==> src/rtl/param_universal_shift_register.sv <==
// ---------------------------------------------------------------------------
// param_universal_shift_register
//
// WIDTH-bit universal shift register with single-step operations (hold,
// logical shifts, load, rotates, arithmetic shift right, clear) and a
// multi-step burst mode driven by a small IDLE/RUN FSM.
//
// Ports:
//   clk       rising-edge clock for all state
//   rst_n     synchronous active-low reset (acts regardless of ena)
//   ena       clock enable; no state change when low (done still clears)
//   mode      3-bit operation select
//   start     burst request, sampled while IDLE
//   sin_l     serial bit entering the LSB on shift-left
//   sin_r     serial bit entering the MSB on logical shift-right
//   d         parallel load data
//   shamt     burst step count
//   q         register state
//   sout_msb  q[WIDTH-1]
//   sout_lsb  q[0]
//   busy      high while the burst FSM is in RUN
//   done      one-cycle pulse after a burst completes
// ---------------------------------------------------------------------------
module param_universal_shift_register #(
  parameter int WIDTH   = 8,
  parameter int SHAMT_W = 4
) (
  input  logic               clk,
  input  logic               rst_n,
  input  logic               ena,
  input  logic [2:0]         mode,
  input  logic               start,
  input  logic               sin_l,
  input  logic               sin_r,
  input  logic [WIDTH-1:0]   d,
  input  logic [SHAMT_W-1:0] shamt,
  output logic [WIDTH-1:0]   q,
  output logic               sout_msb,
  output logic               sout_lsb,
  output logic               busy,
  output logic               done
);

  localparam logic [2:0] M_HOLD  = 3'b000;
  localparam logic [2:0] M_SHR   = 3'b001;
  localparam logic [2:0] M_SHL   = 3'b010;
  localparam logic [2:0] M_LOAD  = 3'b011;
  localparam logic [2:0] M_ROR   = 3'b100;
  localparam logic [2:0] M_ROL   = 3'b101;
  localparam logic [2:0] M_ASR   = 3'b110;
  localparam logic [2:0] M_CLEAR = 3'b111;

  typedef enum logic {IDLE, RUN} state_t;

  state_t             state_reg;
  logic [WIDTH-1:0]   q_reg;
  logic [SHAMT_W-1:0] cnt_reg;
  logic [2:0]         mode_r_reg;
  logic               done_reg;

  // One step of the selected operation applied to value v.
  function automatic logic [WIDTH-1:0] step_fn(
    input logic [2:0]       m,
    input logic [WIDTH-1:0] v,
    input logic [WIDTH-1:0] load_val,
    input logic             sl,
    input logic             sr
  );
    logic [WIDTH-1:0] r;
    r = v;
    case (m)
      M_HOLD:  r = v;
      M_SHR:   r = {sr, v[WIDTH-1:1]};
      M_SHL:   r = {v[WIDTH-2:0], sl};
      M_LOAD:  r = load_val;
      M_ROR:   r = {v[0], v[WIDTH-1:1]};
      M_ROL:   r = {v[WIDTH-2:0], v[WIDTH-1]};
      M_ASR:   r = {v[WIDTH-1], v[WIDTH-1:1]};
      M_CLEAR: r = '0;
      default: r = v;
    endcase
    return r;
  endfunction

  // Only the shift/rotate modes make sense repeated; hold, load and clear
  // are idempotent so a start with them is treated as a plain single step.
  function automatic logic burst_ok(input logic [2:0] m);
    return (m == M_SHR) || (m == M_SHL) || (m == M_ROR) ||
           (m == M_ROL) || (m == M_ASR);
  endfunction

  always_ff @(posedge clk) begin
    if (!rst_n) begin
      state_reg  <= IDLE;
      q_reg      <= '0;
      cnt_reg    <= '0;
      mode_r_reg <= M_HOLD;
      done_reg   <= 1'b0;
    end else begin
      // done is a pulse: it always drops after one cycle, even with ena low.
      done_reg <= 1'b0;
      if (ena) begin
        case (state_reg)
          IDLE: begin
            if (start && burst_ok(mode)) begin
              // q is untouched on the accept edge; steps begin next edge.
              mode_r_reg <= mode;
              cnt_reg    <= shamt;
              if (shamt == '0) begin
                done_reg <= 1'b1;
              end else begin
                state_reg <= RUN;
              end
            end else begin
              q_reg <= step_fn(mode, q_reg, d, sin_l, sin_r);
            end
          end
          RUN: begin
            // Serial inputs are sampled live so bursts can stream data.
            q_reg   <= step_fn(mode_r_reg, q_reg, d, sin_l, sin_r);
            cnt_reg <= cnt_reg - SHAMT_W'(1);
            if (cnt_reg == SHAMT_W'(1)) begin
              state_reg <= IDLE;
              done_reg  <= 1'b1;
            end
          end
          default: state_reg <= IDLE;
        endcase
      end
    end
  end

  assign q        = q_reg;
  assign sout_msb = q_reg[WIDTH-1];
  assign sout_lsb = q_reg[0];
  assign busy     = (state_reg == RUN);
  assign done     = done_reg;

endmodule

==> config.mk <==
export PLATFORM = sky130hd
export DESIGN_NAME = param_universal_shift_register
export DESIGN_NICKNAME = d
export VERILOG_FILES = /design/src/rtl/param_universal_shift_register.sv
export SDC_FILE = /design/constraint.sdc
export NUM_CORES = 1
export LEC_CHECK = 0
export CAP_MARGIN = 20
export CORE_ASPECT_RATIO = 0.7
export CORE_MARGIN = 3
export CORE_UTILIZATION = 25
export CTS_CLUSTER_SIZE = 28
export DETAILED_ROUTE_END_ITERATION = 10
export SLEW_MARGIN = 20
export SYNTH_ARGS = -nofsm -noshare
export SYNTH_HDL_FRONTEND = slang
export SYNTH_SLANG_ARGS = --single-unit
==> constraint.sdc <==
create_clock -name clk -period 1.7 [get_ports clk]
set_clock_uncertainty 0.15 [all_clocks]
set_input_delay 0.255 -clock clk [delete_from_list [all_inputs] [get_ports clk]]
set_output_delay 0.255 -clock clk [all_outputs]
set_load 0.05 [all_outputs]
==> flow_metrics.env, run 1 <==
export IMPL_synth_flop_cell="dfxtp_1"
export IMPL_postRouteAntennaNets=0
export IMPL_first_pass_iters=4
export IMPL_path_delay_family="compound AO/OA/AOI/OAI gates"
export IMPL_worstSetupEndpointType="register"
export IMPL_first_global_vias=1578
export IMPL_maxSlewHeadroom_pct=71.8
export IMPL_wl_per_cell_um=15.2
export IMPL_max_stage_delay_ns=0.40
export IMPL_grt_max_degree=13
export IMPL_synth_distinct_cells=49
export IMPL_postSynthAreaPerCell_um2=7.23
export IMPL_track_usage_pct=15.4
export IMPL_drv_slew=0
export IMPL_worstPathRequired_ns=1.70
export IMPL_cp_num_buf_inv=1
export IMPL_fin_nets=291
export IMPL_clkTransAtPathRegs_ns=0.07
export IMPL_hpwl_um=3910
export IMPL_synth_seq_cells=17
export IMPL_vdd_drop_max_uv=227
export IMPL_rows=22
export IMPL_syn_nets=221
export IMPL_critPathLaunchType="register"
export IMPL_hold_class="register to register"
export IMPL_cts_buffers=3
export IMPL_period_share_pct=97.8
export IMPL_clock_sink_count=17
export IMPL_fillers=541
export IMPL_die_area_um2=6680
export IMPL_cts_root_buf="clkbuf_8"
export IMPL_status="finished, final reports clean"
export IMPL_clk_path_buf_depth=2
export IMPL_coreArea_um2=5400
export IMPL_syn_inst=198
export IMPL_area_growth_pct=67.8
export IMPL_async_reset_ff_share_pct=0
export IMPL_pin_count=33
export IMPL_die_h_um=69.3
export IMPL_hold_viol_final=0
export IMPL_clock_fmax_ghz=0.602
export IMPL_fin_crit_ns=1.66
export IMPL_first_iter_violations=220
export IMPL_start_util_pct=26.5
export IMPL_placed_area_um2=2210
export IMPL_yosysWarnings=0
export IMPL_arrival_ns=1.66
export IMPL_synth_area_leader_cell="dfxtp_1"
export IMPL_synth_edf_count=0
export IMPL_clk_latency_ns=0.26
export IMPL_cp_slowest_cell="or3_4"
export IMPL_rsz0062_at_grt="yes"
export IMPL_tightest_slew_ns=0.421
export IMPL_powerDensity_nw_per_um2=543
export IMPL_synth_area_leaders="dfxtp_1, nand2_1, a21oi_1, o21ai_0, nor2_1"
export IMPL_synth_cell_area_um2=1430
export IMPL_cts_tree="built"
export IMPL_port_buffers=32
export IMPL_grt_pass1_wl_um=8270
export IMPL_die_w_um=96.4
export IMPL_via_per_inst=5.35
export IMPL_drive_gt1_share_pct=36.3
export IMPL_gp_congestion=0.884
export IMPL_largest_register_ffs=8
export IMPL_crit_chain="or3_4, a32o_2, buf_4, a32o_1"
export IMPL_leakagePower_uw=0.000971
export IMPL_drc=0
export IMPL_hold_buffers=0
export IMPL_tns_ns=0
export IMPL_vias=1814
export IMPL_diodes=0
export IMPL_synth_seq_area_share_pct=23.8
export IMPL_grt_overflow_total=0
export IMPL_finalSetupViolations=0
export IMPL_routed_wl_um=5150
export IMPL_yosys_area_top_type_share_pct=23.8
export IMPL_htreeDepth=1
export IMPL_criticalPathCategory="register to register"
export IMPL_max_cap_violations=0
export IMPL_antenna_found_initial=0
export IMPL_design_area_um2=2400
export IMPL_critPathMaxFanout=9
-- placed cells by master (no fill, tap or decap), drive strengths merged, types with 3 or more instances in the layout --
master and count:
nand2b 6, a21oi 16, a32o 5, nand3 4, buf 60, clkdlybuf4s50 17, nor3 4, nand2 28
a311oi 3, a221oi 7, a31oi 3, o21ai 15, inv 10, nor2b 4, a211oi 4, dfxtp 17
nor2 17, clkbuf 6, o21a 4, o31ai 4
-- final timing paths --
kind                      start         end  slack, ns  cells after the start
hold reg to reg      cnt_reg[1]  cnt_reg[1]       0.33                      2
setup reg to reg  mode_r_reg[2]        q[0]       0.04                      4
hold / removal       cnt_reg[1]  cnt_reg[1]       0.33                      2
setup / recovery  mode_r_reg[2]        q[0]       0.04                      4
-- synth_stat cells, drive strengths merged, types with 2 or more instances --
library cell and instances:
a21oi 16, o2111ai 2, ha 2, dfxtp 17, clkbuf 5, buf 10
nor2b 4, nor3 4, nand2b 6, mux2 2, a211o 2, inv 10
mux2i 2, o32ai 2, o21a 4, nor2 17, a221oi 7, o21ai 15
nand3 4, a31oi 3, xor2 2, o31ai 4, nand2 28, a211oi 4
a32o 5, a311oi 3
-- layer usage --
metal	wire length, µm	track usage [%]	up-vias
met3	488	2.93	4
li1	-	-	884
met4	38	2.80	0
met1	2500	25.3	842
met5	0	0	-
met2	2120	20.3	84
-- final cells by class --
cell class / instances / area, µm² / share of cell area [%]
inverter: 10 / 37.5 / 1.56
multi-input combinational: 156 / 1080 / 44.8
clock buffer: 4 / 45.0 / 1.88
sequential: 17 / 358 / 14.9
timing repair buffer: 80 / 795 / 33.1
tap: 72 / 90.1 / 3.75
-- metrics by stage --
stage	utilization, %	total power [µW]	hold slack (ns)	setup slack [ns]	cells
after floorplan	-	710	0.222	0.0217	198
after global placement	40.9	953	0.307	-0.496	330
after detailed placement	40.9	956	0.320	-0.501	330
after CTS	42.7	1280	0.331	0.00613	337
after global routing	44.5	1380	0.352	-0.0236	339
final	44.5	1310	0.329	0.0379	339
-- report_power, final --
| group | switching [µW] | internal, µW |
|---|---|---|
| logic | 275 | 271 |
| clock network | 145 | 167 |
| registers | 31.3 | 417 |
| total | 451 | 854 |
-- timing repair --
item,CTS,global route
buffers inserted,3,1
pin swaps,1,5
gates cloned,0,1
resized for setup,13,30
endpoints found under the setup margin,15,11
-- worst register-to-register path, cell delays in order, from the launching register on --
cell and delay [ns]:
dfxtp_4 0.38, or3_4 0.40, a32o_2 0.27, buf_4 0.14
a32o_1 0.21
-- cells by family after synthesis --
group	share of synthesized area [%]
compound gates	39.4
xor+xnor	1.22
fa+ha+maj	1.75
buf+inv	8.57
flops	23.8
mux	2.97
simple gates	22.3
Power figures use the tool's default switching activity.
==> run 2, diff against run 1 <==
--- a/config.mk
+++ b/config.mk
@@ -6,11 +6,14 @@
 export NUM_CORES = 1
 export LEC_CHECK = 0
 export CAP_MARGIN = 20
+export CELL_PAD_IN_SITES_DETAIL_PLACEMENT = 2
+export CELL_PAD_IN_SITES_GLOBAL_PLACEMENT = 2
 export CORE_ASPECT_RATIO = 0.7
 export CORE_MARGIN = 3
 export CORE_UTILIZATION = 25
 export CTS_CLUSTER_SIZE = 28
 export DETAILED_ROUTE_END_ITERATION = 10
+export PLACE_DENSITY_LB_ADDON = 0.1
 export SLEW_MARGIN = 20
 export SYNTH_ARGS = -nofsm -noshare
 export SYNTH_HDL_FRONTEND = slang
==> constraint.sdc (replaced) <==
create_clock -name clk -period 1.65 [get_ports clk]
set_clock_uncertainty 0.15 [all_clocks]
set_input_delay 0.2475 -clock clk [delete_from_list [all_inputs] [get_ports clk]]
set_output_delay 0.2475 -clock clk [all_outputs]
set_load 0.05 [all_outputs]
==> flow_metrics.env, run 2 (synthesis gave the netlist of run 1 again) <==
export IMPL_status="complete, but fails checks"
export IMPL_failed_checks="negative setup slack"
export IMPL_routed_wl_um=8750
export IMPL_htreeDepth=1
export IMPL_p_seq_share_pct=30.7
export IMPL_port_buffers=32
export IMPL_first_global_vias=2169
export IMPL_instances_no_fill=355
export IMPL_first_iter_violations=150
export IMPL_cts_root_buf="clkbuf_8"
export IMPL_p_comb_share_pct=46.0
export IMPL_cp_slowest_cell="dfxtp_4"
export IMPL_via_per_inst=5.77
export IMPL_die_area_um2=6680
export IMPL_vdd_drop_max_uv=314
export IMPL_diodes=0
export IMPL_whs_ns=0.341
export IMPL_tightest_slew_ns=0.429
export IMPL_fin_util_pct=49.5
export IMPL_clkPwrFrac_pct=23.3
export IMPL_rows=22
export IMPL_p_sw_share_pct=38.8
export IMPL_clk_latency_ns=0.26
export IMPL_coreArea_um2=5400
export IMPL_max_cap_violations=0
export IMPL_largest_register_ffs=8
export IMPL_criticalPathCategory="register to register"
export IMPL_clkTransAtPathRegs_ns=0.08
export IMPL_leakagePower_uw=0.00111
export IMPL_wl_per_cell_um=24.7
export IMPL_grt_pass1_wl_um=13100
export IMPL_mostFrequentLayoutCells="buf_4, nand2_1, nor2_1, clkdlybuf4s50_1, buf_12"
export IMPL_internal_power_uw=925
export IMPL_fin_nets=307
export IMPL_tns_ns=-0.227
export IMPL_critPathMaxFanout=6
export IMPL_grt_max_degree=15
export IMPL_rsz0062_at_grt="yes"
export IMPL_start_util_pct=26.5
export IMPL_drv_slew=0
export IMPL_arrival_ns=1.76
export IMPL_hold_class="input pin to register"
export IMPL_worstPathRequired_ns=1.66
export IMPL_powerDensity_nw_per_um2=566
export IMPL_fillers=611
export IMPL_finalSetupViolations=5
export IMPL_grt_overflow_total=0
export IMPL_multiInputGateArea_um2=1180
export IMPL_area_growth_pct=86.6
export IMPL_hold_buffers=0
export IMPL_fin_crit_ns=1.75
export IMPL_crit_chain="buf_6, nand2b_4, and2_4, a221oi_2, nand2_1, a32o_2"
export IMPL_setup_ws_ns=-0.0982
export IMPL_max_stage_delay_ns=0.36
export IMPL_maxSlewHeadroom_pct=71.1
export IMPL_drive_gt1_share_pct=46.6
export IMPL_die_w_um=96.4
export IMPL_drc=0
export IMPL_place_ws_ns=-0.627
export IMPL_vias=2049
export IMPL_antenna_found_initial=0
export IMPL_hold_viol_final=0
export IMPL_final_common_cell="buf_4"
export IMPL_track_usage_pct=26.0
export IMPL_path_delay_family="compound AO/OA/AOI/OAI gates"
export IMPL_placedCellCount=337
export IMPL_die_h_um=69.3
export IMPL_hpwl_um=5740
export IMPL_cts_tree="built"
export IMPL_clock_sink_count=17
export IMPL_switchingPower_uw=587
export IMPL_period_share_pct=106
export IMPL_first_pass_iters=4
export IMPL_clk_path_buf_depth=2
export IMPL_cts_buffers=3
export IMPL_gp_congestion=0.855
export IMPL_clock_fmax_ghz=0.572
export IMPL_pin_count=33
export IMPL_postRouteAntennaNets=0
export IMPL_worstSetupEndpointType="register"
export IMPL_regArea_um2=359
export IMPL_cp_num_buf_inv=1
export IMPL_critPathLaunchType="register"
## run 2: changes by cell type in the layout (fill, tap and decap cells not counted), moves of 2 or more
cell             delta
buf_4               +8
buf_6               +8
a21oi_1             -4
a21oi_2             +4
o21ai_1             -3
o21ai_2             +3
clkdlybuf4s50_1     -2
nand2_1             -2
nor2_2              +2
## run 2: final timing paths
check	start	depth (start not counted)	endpoint	slack (ns)
worst max-delay path	mode_r_reg[2]	6	q[1]	-0.1
worst min register to register	cnt_reg[1]	2	cnt_reg[1]	0.35
worst min-delay path	mode[2]	4	mode_r_reg[2]	0.34
worst max register to register	mode_r_reg[2]	6	q[1]	-0.1
## run 2: cell type report
type / instances / share of cell area, %
tap: 72 / 3.37
timing repair buffer: 96 / 35.7
clock inverter: 1 / 0.187
multi-input combinational: 156 / 44.4
clock buffer: 3 / 1.55
sequential: 17 / 13.4
inverter: 10 / 1.41
## run 2: power by group through the flow
stage                     Clock [µW]  Sequential (µW)  Combinational, µW
after detailed placement           0              471                561
after global routing             375              467                732
after CTS                        358              461                631
after floorplan                    0              500                231
after global placement             0              468                541
final                            352              465                695
## run 2: what timing repair did
action,CTS,global route
pin swaps,14,14
cloned,1,0
setup buffers,12,1
setup endpoints to repair,17,13
gates resized for setup,47,31
## run 2: worst min-delay path, delay by kind of cell
kind	cells	cell delay, ns
buffers and inverters	2	0.29
AO/OA/AOI/OAI	1	0.07
AND/OR/NAND/NOR	1	0.11
## run 2: metrics by stage
stage	instance area, µm²	power [µW]
3_3_place_gp	2270	1010
3_5_place_dp	2270	1030
6_report	2670	1510
2_1_floorplan	1450	732
4_1_cts	2560	1450
5_1_grt	2670	1570
## run 2: metal layers
| layer | wire length, µm | global-route usage [%] |
|---|---|---|
| met1 | 3940 | 38.0 |
| met2 | 3950 | 38.8 |
| met3 | 627 | 4.45 |
| met4 | 237 | 7.15 |
| met5 | 0 | 0 |
